<file path="config.mk">
export PLATFORM = sky130hd
export DESIGN_NAME = dac_playback_ctrl_flat
export DESIGN_NICKNAME = d
export VERILOG_FILES = /design/src/rtl/dac_playback_ctrl_pkg.sv /design/src/rtl/dac_playback_ctrl_if.sv /design/src/rtl/dac_playback_ctrl_rate_gen.sv /design/src/rtl/dac_playback_ctrl.sv /design/src/flat_wrapper.sv
export SDC_FILE = /design/constraint.sdc
export NUM_CORES = 1
export LEC_CHECK = 0
export CORE_MARGIN = 8
export CORE_UTILIZATION = 23
export CTS_CLUSTER_SIZE = 40
export DETAILED_ROUTE_END_ITERATION = 16
export HOLD_SLACK_MARGIN = 0.02
export PLACE_DENSITY = 0.49
export SLEW_MARGIN = 0
export SYNTH_ARGS = -nofsm -noshare
export SYNTH_HDL_FRONTEND = slang
export SYNTH_SLANG_ARGS = --single-unit
</file>
<file path="constraint.sdc">
create_clock -name sys_clk -period 2.6 [get_ports sys_clk]
set_input_delay 0.26 -clock sys_clk [delete_from_list [all_inputs] [get_ports sys_clk]]
set_output_delay 0.26 -clock sys_clk [all_outputs]
set_load 0.01 [all_outputs]
</file>
<file path="src/rtl/dac_playback_ctrl_pkg.sv">
// Shared types for the DAC playback path: sample word layout, idle code, FSM states.
package dac_playback_ctrl_pkg;

    localparam logic [13:0] DAC_IDLE_CODE = 14'h2000;

    typedef struct packed {
        logic [1:0]  pad1;
        logic [13:0] ch1;
        logic [1:0]  pad0;
        logic [13:0] ch0;
    } dac_sample_t;

    typedef enum logic [1:0] {
        IDLE,
        PRIME,
        RUN
    } dacpb_state_e;

endpackage

</file>
<file path="src/rtl/dac_playback_ctrl_if.sv">
// CSR, DPRAM read-port and DAC signals of the playback controller.
// master = controller side, slave = CSR/memory/DAC environment.
interface dac_playback_ctrl_if #(
    parameter int ADDR_WIDTH = 11,
    parameter int DAC_W      = 14,
    parameter int RATE_W     = 16
);
    logic                  csr_start_i;
    logic                  csr_stop_i;
    logic                  csr_loop_i;
    logic [ADDR_WIDTH:0]   csr_len_i;
    logic [RATE_W-1:0]     csr_div_i;
    logic                  csr_busy_o;
    logic                  csr_done_o;
    logic                  mem_rd_en_o;
    logic [ADDR_WIDTH-1:0] mem_addr_o;
    logic [31:0]           mem_data_i;
    logic [DAC_W-1:0]      dac_ch0_o;
    logic [DAC_W-1:0]      dac_ch1_o;
    logic                  dac_vld_o;

    modport master (
        input  csr_start_i, csr_stop_i, csr_loop_i, csr_len_i, csr_div_i, mem_data_i,
        output csr_busy_o, csr_done_o, mem_rd_en_o, mem_addr_o, dac_ch0_o, dac_ch1_o, dac_vld_o
    );

    modport slave (
        output csr_start_i, csr_stop_i, csr_loop_i, csr_len_i, csr_div_i, mem_data_i,
        input  csr_busy_o, csr_done_o, mem_rd_en_o, mem_addr_o, dac_ch0_o, dac_ch1_o, dac_vld_o
    );
endinterface

</file>
<file path="src/rtl/dac_playback_ctrl_rate_gen.sv">
// Sample-period down-counter: tick when count hits zero, then reload; held at zero
// while disabled so the first enabled cycle ticks immediately.
module dac_rate_gen #(
    parameter int RATE_W = 16
) (
    input  logic              clk,
    input  logic              rst_n,
    input  logic              en,
    input  logic [RATE_W-1:0] reload,
    output logic              tick
);
    logic [RATE_W-1:0] cnt_q;

    assign tick = en && (cnt_q == '0);

    always_ff @(posedge clk) begin
        if (!rst_n || !en) cnt_q <= '0;
        else if (tick)     cnt_q <= reload;
        else               cnt_q <= cnt_q - 1'b1;
    end
endmodule

</file>
<file path="src/rtl/dac_playback_ctrl.sv">
// DAC waveform playback: streams DPRAM samples to the dual DAC at a programmable rate.
// Build option: DAC_PLAYBACK_SIGNED_EN converts two's-complement samples to offset binary.
module dac_playback_ctrl
    import dac_playback_ctrl_pkg::*;
#(
    parameter int ADDR_WIDTH = 11,
    parameter int DAC_W      = 14,
    parameter int RATE_W     = 16
) (
    input  logic               sys_clk,
    input  logic               sys_rst_n,
    dac_playback_ctrl_if.master bus
);
    localparam logic [ADDR_WIDTH:0] LEN_MAX = {1'b1, {ADDR_WIDTH{1'b0}}};
    localparam int NUM_CH = 2;

    dacpb_state_e state_q, state_d;
    logic                          start_q, start_edge;
    logic [ADDR_WIDTH:0]           len_q, len_clamp;
    logic [RATE_W-1:0]             div_q, reload;
    logic                          loop_q, last_q, busy_q, done_q, vld_q, pf_load_q;
    dac_sample_t                   pf_q;
    logic [ADDR_WIDTH-1:0]         pf_idx_q, next_idx, rd_addr;
    logic                          is_last, tick, rd_en;
    logic                          enter, present, finish;
    logic [NUM_CH-1:0][DAC_W-1:0]  raw, conv, code_q;

    assign start_edge = bus.csr_start_i & ~start_q;
    assign len_clamp  = (bus.csr_len_i > LEN_MAX) ? LEN_MAX : bus.csr_len_i;
    assign reload     = (div_q == '0) ? RATE_W'(1) : div_q;
    // pf_idx_q is the index of the sample waiting in the prefetch register
    assign is_last    = ({1'b0, pf_idx_q} == (len_q - 1'b1));
    assign next_idx   = is_last ? '0 : pf_idx_q + 1'b1;

    dac_rate_gen #(.RATE_W(RATE_W)) u_rate (
        .clk    (sys_clk),
        .rst_n  (sys_rst_n),
        .en     (state_q == RUN),
        .reload (reload),
        .tick   (tick)
    );

    always_comb begin
        state_d = state_q;
        rd_en   = 1'b0;
        rd_addr = '0;
        enter   = 1'b0;
        present = 1'b0;
        finish  = 1'b0;
        case (state_q)
            IDLE: if (start_edge && !bus.csr_stop_i) begin
                enter   = 1'b1;
                rd_en   = (len_clamp != '0);
                state_d = PRIME;
            end
            PRIME: if (bus.csr_stop_i || len_q == '0) begin
                finish  = 1'b1;
                state_d = IDLE;
            end else begin
                state_d = RUN;
            end
            RUN: if (bus.csr_stop_i) begin
                finish  = 1'b1;
                state_d = IDLE;
            end else if (tick) begin
                if (last_q) begin
                    finish  = 1'b1;
                    state_d = IDLE;
                end else begin
                    present = 1'b1;
                    rd_en   = loop_q || !is_last;
                    rd_addr = next_idx;
                end
            end
            default: state_d = IDLE;
        endcase
    end

    assign raw[0] = pf_q.ch0;
    assign raw[1] = pf_q.ch1;
    for (genvar c = 0; c < NUM_CH; c++) begin : g_ch
`ifdef DAC_PLAYBACK_SIGNED_EN
        assign conv[c] = {~raw[c][DAC_W-1], raw[c][DAC_W-2:0]};
`else
        assign conv[c] = raw[c];
`endif
    end

    always_ff @(posedge sys_clk) begin
        if (!sys_rst_n) begin
            state_q   <= IDLE;
            start_q   <= 1'b0;
            len_q     <= '0;
            div_q     <= '0;
            loop_q    <= 1'b0;
            last_q    <= 1'b0;
            busy_q    <= 1'b0;
            done_q    <= 1'b0;
            vld_q     <= 1'b0;
            pf_load_q <= 1'b0;
            pf_q      <= '0;
            pf_idx_q  <= '0;
            code_q    <= {NUM_CH{DAC_W'(DAC_IDLE_CODE)}};
        end else begin
            state_q   <= state_d;
            start_q   <= bus.csr_start_i;
            vld_q     <= present;
            pf_load_q <= rd_en;
            if (pf_load_q) pf_q <= dac_sample_t'(bus.mem_data_i);
            if (enter) begin
                len_q    <= len_clamp;
                div_q    <= bus.csr_div_i;
                loop_q   <= bus.csr_loop_i;
                pf_idx_q <= '0;
                last_q   <= 1'b0;
                busy_q   <= 1'b1;
                done_q   <= 1'b0;
            end
            if (present) begin
                code_q   <= conv;
                pf_idx_q <= next_idx;
                last_q   <= is_last && !loop_q;
            end
            if (finish) begin
                code_q <= {NUM_CH{DAC_W'(DAC_IDLE_CODE)}};
                busy_q <= 1'b0;
                done_q <= 1'b1;
            end
        end
    end

    logic unused_pad;
    assign unused_pad = &{1'b0, pf_q.pad0, pf_q.pad1};

    assign bus.csr_busy_o  = busy_q;
    assign bus.csr_done_o  = done_q;
    assign bus.mem_rd_en_o = rd_en & sys_rst_n;
    assign bus.mem_addr_o  = rd_addr;
    assign bus.dac_ch0_o   = code_q[0];
    assign bus.dac_ch1_o   = code_q[1];
    assign bus.dac_vld_o   = vld_q;
endmodule

</file>
<file path="src/flat_wrapper.sv">
// flat-port wrapper written by rule: the top's interface ports become plain ports
module dac_playback_ctrl_flat import dac_playback_ctrl_pkg::*;
#(
    parameter int ADDR_WIDTH = 11,
    parameter int DAC_W      = 14,
    parameter int RATE_W     = 16
)
  (sys_clk, sys_rst_n, bus_csr_start_i, bus_csr_stop_i, bus_csr_loop_i, bus_csr_len_i, bus_csr_div_i, bus_mem_data_i, bus_csr_busy_o, bus_csr_done_o, bus_mem_rd_en_o, bus_mem_addr_o, bus_dac_ch0_o, bus_dac_ch1_o, bus_dac_vld_o);
  dac_playback_ctrl_if #(.ADDR_WIDTH(ADDR_WIDTH), .DAC_W(DAC_W), .RATE_W(RATE_W)) bus_i ();
  input  logic sys_clk;
  input  logic sys_rst_n;
  input wire logic [$bits(bus_i.csr_start_i)-1:0] bus_csr_start_i;
  input wire logic [$bits(bus_i.csr_stop_i)-1:0] bus_csr_stop_i;
  input wire logic [$bits(bus_i.csr_loop_i)-1:0] bus_csr_loop_i;
  input wire logic [$bits(bus_i.csr_len_i)-1:0] bus_csr_len_i;
  input wire logic [$bits(bus_i.csr_div_i)-1:0] bus_csr_div_i;
  input wire logic [$bits(bus_i.mem_data_i)-1:0] bus_mem_data_i;
  output wire logic [$bits(bus_i.csr_busy_o)-1:0] bus_csr_busy_o;
  output wire logic [$bits(bus_i.csr_done_o)-1:0] bus_csr_done_o;
  output wire logic [$bits(bus_i.mem_rd_en_o)-1:0] bus_mem_rd_en_o;
  output wire logic [$bits(bus_i.mem_addr_o)-1:0] bus_mem_addr_o;
  output wire logic [$bits(bus_i.dac_ch0_o)-1:0] bus_dac_ch0_o;
  output wire logic [$bits(bus_i.dac_ch1_o)-1:0] bus_dac_ch1_o;
  output wire logic [$bits(bus_i.dac_vld_o)-1:0] bus_dac_vld_o;
  assign bus_i.csr_start_i = bus_csr_start_i;
  assign bus_i.csr_stop_i = bus_csr_stop_i;
  assign bus_i.csr_loop_i = bus_csr_loop_i;
  assign bus_i.csr_len_i = bus_csr_len_i;
  assign bus_i.csr_div_i = bus_csr_div_i;
  assign bus_i.mem_data_i = bus_mem_data_i;
  assign bus_csr_busy_o = bus_i.csr_busy_o;
  assign bus_csr_done_o = bus_i.csr_done_o;
  assign bus_mem_rd_en_o = bus_i.mem_rd_en_o;
  assign bus_mem_addr_o = bus_i.mem_addr_o;
  assign bus_dac_ch0_o = bus_i.dac_ch0_o;
  assign bus_dac_ch1_o = bus_i.dac_ch1_o;
  assign bus_dac_vld_o = bus_i.dac_vld_o;
  dac_playback_ctrl #(.ADDR_WIDTH(ADDR_WIDTH), .DAC_W(DAC_W), .RATE_W(RATE_W)) u_core (.sys_clk(sys_clk), .sys_rst_n(sys_rst_n), .bus(bus_i));
endmodule
</file>
==> qor.txt, run 1 <==
Outcome - finished, violations left
Failing checks - negative setup slack
Crit-path max FO - 6
Layout cells sized above 1 - 15.0%
DRT antenna net count - 0
Routed wire length - 15800 µm
Clock Latency Late Sink - 0.42 ns
Final setup viols - 12
Dpl hpwl - 11500 µm
Top cell type's share of synthesized area - 44.6%
Syn avg cell area - 8.51 µm²
Distinct cell type count after synthesis - 52
HP Class - in -> reg
Final WS setup - -0.351 ns
Synthesized Nets - 704
Area occupied by registers - 2410 µm²
NumNets Final - 848
CTS tree - yes
RR Endpoint - u_core.last_q$_SDFFE_PN0P_
Die H - 169 µm
Critical path class - reg -> out
Finished Core Util - 33.1%
Total clock sinks - 120
Yosys top cell by area - dfxtp_1
Switch Pwr - 1.03 mW
Seq/Total Area, Yosys - 44.6%
Hold Path End - u_core.div_q[11]$_SDFFE_PN0P_
CP Data Required Time - 2.34 ns
Power per cell area - 598 nW/µm²
Unrepaired setup endpoints after global routing - yes
# DRC - 0
WP data arrival - 2.69 ns
Initial Utilization - 23.2%
Worst-case clock buffer depth - 2
Most used DFF post-synth - dfxtp_1
Layout fillers - 2508
Seq cells post-synth - 120
Dpl ws - -0.397 ns
R2R Setup Slk - 0.05 ns
YS warnings - 0
Reg power frac - 41.3%
Clk pwr share - 50.6%
Clk_skew - 0.0114 ns
Internal - 3.58 mW
Largest cells by area after synthesis - dfxtp_1 45%, nand2_1 8.7%, mux2i_1 5.6%
Power share of the combinational group - 8.1%
Hold_ws - 0.248 ns
Top Ports - 108
Worst Setup End Kind - output port
Die width - 169 µm
GRT overflow - 0
TritonCTS buffer count - 17
Uppermost routed layer - met4
Max frequency - 0.339 GHz
Overall Global Routing Usage - 11.3%
Area grow syn2layout - 42.9%
Count leader, synth - nand2_1
FF-to-FF path depth - 9
Core area - 23300 µm²
HP Start - sys_rst_n
Pins Over Slew Limit - 0
Commonest cells post-synth - 125 x nand2_1, 120 x dfxtp_1, 48 x nor2_1, 42 x nor2b_1, 31 x a21oi_1
Initial antenna violation count - 0
CTS Root Cell - clkbuf_16
# H-tree levels - 4
Cell Area, Synth - 5390 µm²
Sw Ratio - 22.3%
Met3 Wirelength - 714 µm
Wire per inst - 14.3 µm
First-pass GRT wire length - 25500 µm
Area of the multi-input gates - 2860 µm²
DRT Pass-1 Iters - 4
DR vias/cell - 4.28
Final hold violation count - 0
Min cycle time layout - 2.95 ns
Vias - 4742
Row cnt - 56
Least-Margin Pin Slew - 0.619 ns
Ant diodes - 0
Post-Synthesis Cells - 633
Largest net degree at the start of global routing - 34
Max-cap viol count - 0
# port buffers - 103
Die area - 28600 µm²
Startpoint types - register
Cell depth of the worst hold path - 2
Worst reg2reg startpoint - u_core.len_q[1]$_SDFFE_PN0P_
M1 WL - 7320 µm
Iteration-0 DRC Markers - 208
Final period utilization - 113%
Pleak - 2.82 nW
Number of flops mapped to enable cells by yosys - 0
GPL Wtd Cong - 0.793
Clock-pin slew on the worst setup and hold paths - 0.06 ns
Peak supply drop - 0.281 mV
Post-synthesis async set-or-reset flop share - 0%
Worst rel slew slack - 58.7%
Met2 WL - 7590 µm
Vias in the first global route - 4836
==> cells in the final DEF, fill, tap and decap left out, types with 3 or more instances in the layout <==
master | synthesis | layout
a211oi_1 | 7 | 7
a21boi_0 | 22 | 22
a21oi_1 | 31 | 30
a22oi_1 | 10 | 10
a31oi_1 | 5 | 5
and2_1 | 5 | 5
and3_1 | 4 | 4
buf_2 | 3 | 11
buf_4 | 0 | 52
buf_6 | 1 | 4
clkbuf_16 | 0 | 17
clkbuf_8 | 0 | 4
clkdlybuf4s50_1 | 0 | 90
clkinv_2 | 0 | 4
dfxtp_1 | 120 | 117
dfxtp_2 | 0 | 3
ha_1 | 6 | 5
inv_1 | 11 | 9
mux2i_1 | 30 | 30
nand2_1 | 125 | 125
nand2b_1 | 4 | 4
nand3_1 | 13 | 13
nand3b_1 | 6 | 6
nand4_1 | 5 | 5
nor2_1 | 48 | 47
nor2b_1 | 42 | 42
nor3_1 | 15 | 15
nor4_1 | 9 | 7
o211ai_1 | 6 | 6
o21ai_0 | 11 | 10
o221ai_1 | 3 | 3
or4_1 | 6 | 6
xnor2_1 | 17 | 17
xor2_1 | 15 | 15
==> cell families after synthesis <==
| logic type | after synthesis | synth area share (%) |
|---|---|---|
| AO/OA/AOI/OAI | 107 | 13.3 |
| XOR/XNOR | 32 | 5.20 |
| adder cells (fa/ha/maj) | 6 | 1.39 |
| buffers and inverters | 44 | 3.28 |
| flip-flops | 120 | 44.6 |
| multiplexers | 30 | 5.57 |
| AND/OR/NAND/NOR | 294 | 26.7 |
==> how the worst max path moves through the flow <==
stage	startpoint	to	slack, ns
2_1_floorplan	u_core.len_q[0]$_SDFFE_PN0P_	bus_mem_addr_o[8]	0.01
3_3_place_gp	u_core.len_q[0]$_SDFFE_PN0P_	bus_mem_addr_o[8]	-0.37
3_5_place_dp	u_core.len_q[0]$_SDFFE_PN0P_	bus_mem_addr_o[8]	-0.40
4_1_cts	u_core.len_q[1]$_SDFFE_PN0P_	bus_mem_addr_o[4]	-0.37
5_1_grt	u_core.len_q[1]$_SDFFE_PN0P_	bus_mem_addr_o[8]	-0.48
6_report	u_core.len_q[1]$_SDFFE_PN0P_	bus_mem_addr_o[8]	-0.35
==> per-layer routing <==
metal | up-vias | track usage, %
met5 | - | 0
met4 | 0 | 3.85
met3 | 16 | 3.19
met2 | 89 | 18.6
met1 | 2185 | 13.9
li1 | 2452 | -
==> power groups by stage <==
stage               sequential [mW]  clock (mW)  combinational [mW]
global placement               1.94           0               0.374
floorplan                      1.93           0               0.189
finish                         1.90        2.33               0.373
CTS                            1.90        2.43               0.378
global route                   1.90        2.48               0.413
detailed placement             1.94           0               0.374
==> final cells by class <==
cell class | instances | area share, %
multi-input cells | 469 | 37.1
clock buffers | 23 | 6.34
flip-flops and latches | 120 | 31.3
repair buffers | 158 | 18.3
well taps | 319 | 5.19
clock inverters | 8 | 1.24
inverters | 11 | 0.536
==> worst max-delay path, cell delays in order, from the launching register on <==
cell	delay (ns)
dfxtp_2	0.32
inv_2	0.06
ha_4	0.12
or4b_4	0.50
a2111o_1	0.38
a21oi_2	0.19
o211ai_2	0.12
o21ai_2	0.17
buf_6	0.15
o21ba_4	0.16
buf_6	0.11
==> sequential cells by signal, summed over array words and instances (netlist names), 2 cells and up <==
register	flops
u_core.bus.dac_ch1_o	14
u_core.div_q	16
u_core.pf_idx_q	11
u_core.u_rate.cnt_q	16
u_core.conv	28
u_core.len_q	12
u_core.bus.dac_ch0_o	14
u_core.state_q	2
==> repair_timing <==
action / CTS / global route
pin swaps: 10 / 2
resized for setup: 67 / 2
gates cloned: 1 / 0
hold buffers: 0 / 0
setup buffers: 3 / 0
setup endpoints to repair: 13 / 14
==> through the flow <==
step / TNS, ns / total power, mW / instance area [µm²] / instances
2_1_floorplan: 0 / 2.12 / 5390 / 633
3_3_place_gp: -3.43 / 2.31 / 7080 / 1074
5_1_grt: -5.21 / 4.80 / 7700 / 1108
6_report: -3.35 / 4.60 / 7700 / 1108
4_1_cts: -4.00 / 4.70 / 7700 / 1109
3_5_place_dp: -3.64 / 2.31 / 7080 / 1074
No activity file was read; power rests on OpenSTA's default activity.
==> run 2, diff against run 1 <==
SKIP_CTS_REPAIR_TIMING = 1   (was not set)
==> run 2 against run 1 <==
The flow still finishes with violations (negative setup slack). Worst setup slack got worse by 0.10 ns. Sequential cell count unchanged. Combinational power barely moved. Hold slack gained 0.0035 ns.
==> qor.txt, run 2 (synthesis gave the netlist of run 1 again) <==
Final setup viols - 12 (unchanged)
Startpoint types - register (unchanged)
GPL Wtd Cong - 0.793 (unchanged)
Post-DP Area - 7080 µm² (unchanged)
Die area - 28600 µm² (unchanged)
Clk pwr share - 50.6% (about the same)
Power per cell area - 595 nW/µm² (was 598 nW/µm²)
Worst reg2reg startpoint - u_core.len_q[1]$_SDFFE_PN0P_ (unchanged)
CP max-delay cell - or4b_4 (unchanged)
Largest net degree at the start of global routing - 34 (unchanged)
Initial antenna violation count - 0 (unchanged)
CTS Root Cell - clkbuf_16 (unchanged)
Peak supply drop - 0.281 mV (about the same)
Final WS setup - -0.451 ns (was -0.351 ns)
Final period utilization - 117% (was 113%)
Dpl hpwl - 11500 µm (unchanged)
Core area - 23300 µm² (unchanged)
NumNets Final - 852 (was 848)
# H-tree levels - 4 (unchanged)
Largest stage delay, worst path - 0.50 ns (about the same)
CP Data Required Time - 2.34 ns (about the same)
Outcome - finished, violations left (unchanged)
Initial Utilization - 23.2% (unchanged)
HP Start - sys_rst_n (unchanged)
CTS tree - yes (unchanged)
Clock Latency Late Sink - 0.41 ns (was 0.42 ns)
HP Class - in -> reg (unchanged)
R2R Setup Slk - 0.14 ns (was 0.05 ns)
Least-Margin Pin Slew - 0.610 ns (was 0.619 ns)
TritonCTS buffer count - 17 (unchanged)
Pleak - 2.84 nW (was 2.82 nW)
Critical path class - reg -> out (unchanged)
Min cycle time layout - 3.05 ns (was 2.95 ns)
First-pass GRT wire length - 25200 µm (was 25500 µm)
# DRC - 0 (unchanged)
Total clock sinks - 120 (unchanged)
DRT Pass-1 Iters - 4 (unchanged)
Top Ports - 108 (unchanged)
# port buffers - 103 (unchanged)
DRT antenna net count - 0 (unchanged)
Critical path startpoint - u_core.len_q[1]$_SDFFE_PN0P_ (unchanged)
DR vias/cell - 4.27 (was 4.28)
Layout cells sized above 1 - 16.1% (was 15.0%)
Clock-pin slew on the worst setup and hold paths - 0.06 ns (about the same)
Worst Setup End Kind - output port (unchanged)
Die H - 169 µm (unchanged)
Unrepaired setup endpoints after global routing - yes (unchanged)
Ant diodes - 0 (unchanged)
Max frequency - 0.328 GHz (was 0.339 GHz)
Vias in the first global route - 4773 (was 4836)
Overall Global Routing Usage - 11.2% (was 11.3%)
Worst-case clock buffer depth - 2 (unchanged)
Final hold violation count - 0 (unchanged)
Worst rel slew slack - 59.3% (was 58.7%)
WP data arrival - 2.79 ns (was 2.69 ns)
Power share of the combinational group - 8.2% (was 8.1%)
Worst path cell trace - inv_2, ha_4, or4b_4, a2111o_1, a21oi_2, o211ai_2, o21ai_2, buf_4, buf_6, o21ba_2, clkbuf_2 (was inv_2, ha_4, or4b_4, a2111o_1, a21oi_2, o211ai_2, o21ai_2, buf_6, o21ba_4, buf_6)
Internal - 3.58 mW (about the same)
Reg power frac - 41.2% (was 41.3%)
Dpl ws - -0.397 ns (unchanged)
Max-cap viol count - 0 (unchanged)
Row cnt - 56 (unchanged)
Area grow syn2layout - 43.8% (was 42.9%)
Failing checks - negative setup slack (unchanged)
Wire per inst - 14.2 µm (was 14.3 µm)
Post-layout instance area - 7750 µm² (was 7700 µm²)
Clk_skew - 0.00749 ns (was 0.0114 ns)
Pins Over Slew Limit - 0 (unchanged)
Crit-path max FO - 6 (unchanged)
Most frequent cells in the layout - 125 x nand2_1, 117 x dfxtp_1, 90 x clkdlybuf4s50_1 (unchanged)
Die width - 169 µm (unchanged)
Largest register FFs - 28 (unchanged)
Iteration-0 DRC Markers - 212 (was 208)
GRT overflow - 0 (unchanged)
Switch Pwr - 1.03 mW (about the same)
Sw Ratio - 22.3% (about the same)
Vias - 4745 (was 4742)
Commonest non-fill, non-tap cell in the layout - nand2_1 (unchanged)
Routed wire length - 15800 µm (about the same)
## run 2: worst max-delay path, delay by kind of cell, from the launching register on
kind / cells / cell delay, ns
AND/OR/NAND/NOR: 1 / 0.50
flip-flops: 1 / 0.32
buffers and inverters: 4 / 0.42
adder cells (fa/ha/maj): 1 / 0.12
AO/OA/AOI/OAI: 5 / 1.02
## run 2: per-layer routing
| metal | vias to the layer above | global-route usage (%) | wire (µm) |
|---|---|---|---|
| met1 | 2197 | 13.8 | 7430 |
| met5 | - | 0 | 0 |
| met3 | 15 | 3.07 | 570 |
| li1 | 2462 | - | - |
| met4 | 0 | 3.46 | 170 |
| met2 | 71 | 18.6 | 7670 |
## run 2: path summary, 6_finish.rpt
check / endpoint / cells after the start
worst max-delay path: bus_mem_addr_o[8] / 11
worst max register to register: u_core.last_q$_SDFFE_PN0P_ / 9
worst min register to register: u_core.bus.dac_ch0_o[9]$_SDFFE_PP0P_ / 2
worst min-delay path: u_core.div_q[11]$_SDFFE_PN0P_ / 2
## run 2: layout make-up
class / count / area, µm²
fill: 2498 / 15500
multi-input combinational: 469 / 2870
sequential: 120 / 2410
timing repair buffer: 162 / 1450
clock buffer: 23 / 488
tap: 319 / 399
clock inverter: 8 / 95.1
inverter: 11 / 41.3
## run 2: power by group through the flow
stage / logic [mW] / registers (mW) / clock network (mW)
final: 0.376 / 1.90 / 2.33
after floorplan: 0.189 / 1.93 / 0
after CTS: 0.376 / 1.90 / 2.43
after global placement: 0.374 / 1.94 / 0
after detailed placement: 0.374 / 1.94 / 0
after global routing: 0.417 / 1.90 / 2.48
## run 2: per-stage QoR
stage,TNS [ns],hold slack [ns],total power [mW],instances,util [%]
after global routing,-6.23,0.252,4.80,1112,33.3
final,-4.77,0.252,4.61,1112,33.3
after CTS,-9.39,0.234,4.70,1105,32.9
after floorplan,0,0.382,2.12,633,-
after detailed placement,-3.64,0.443,2.31,1074,30.4
after global placement,-3.43,0.439,2.31,1074,30.4
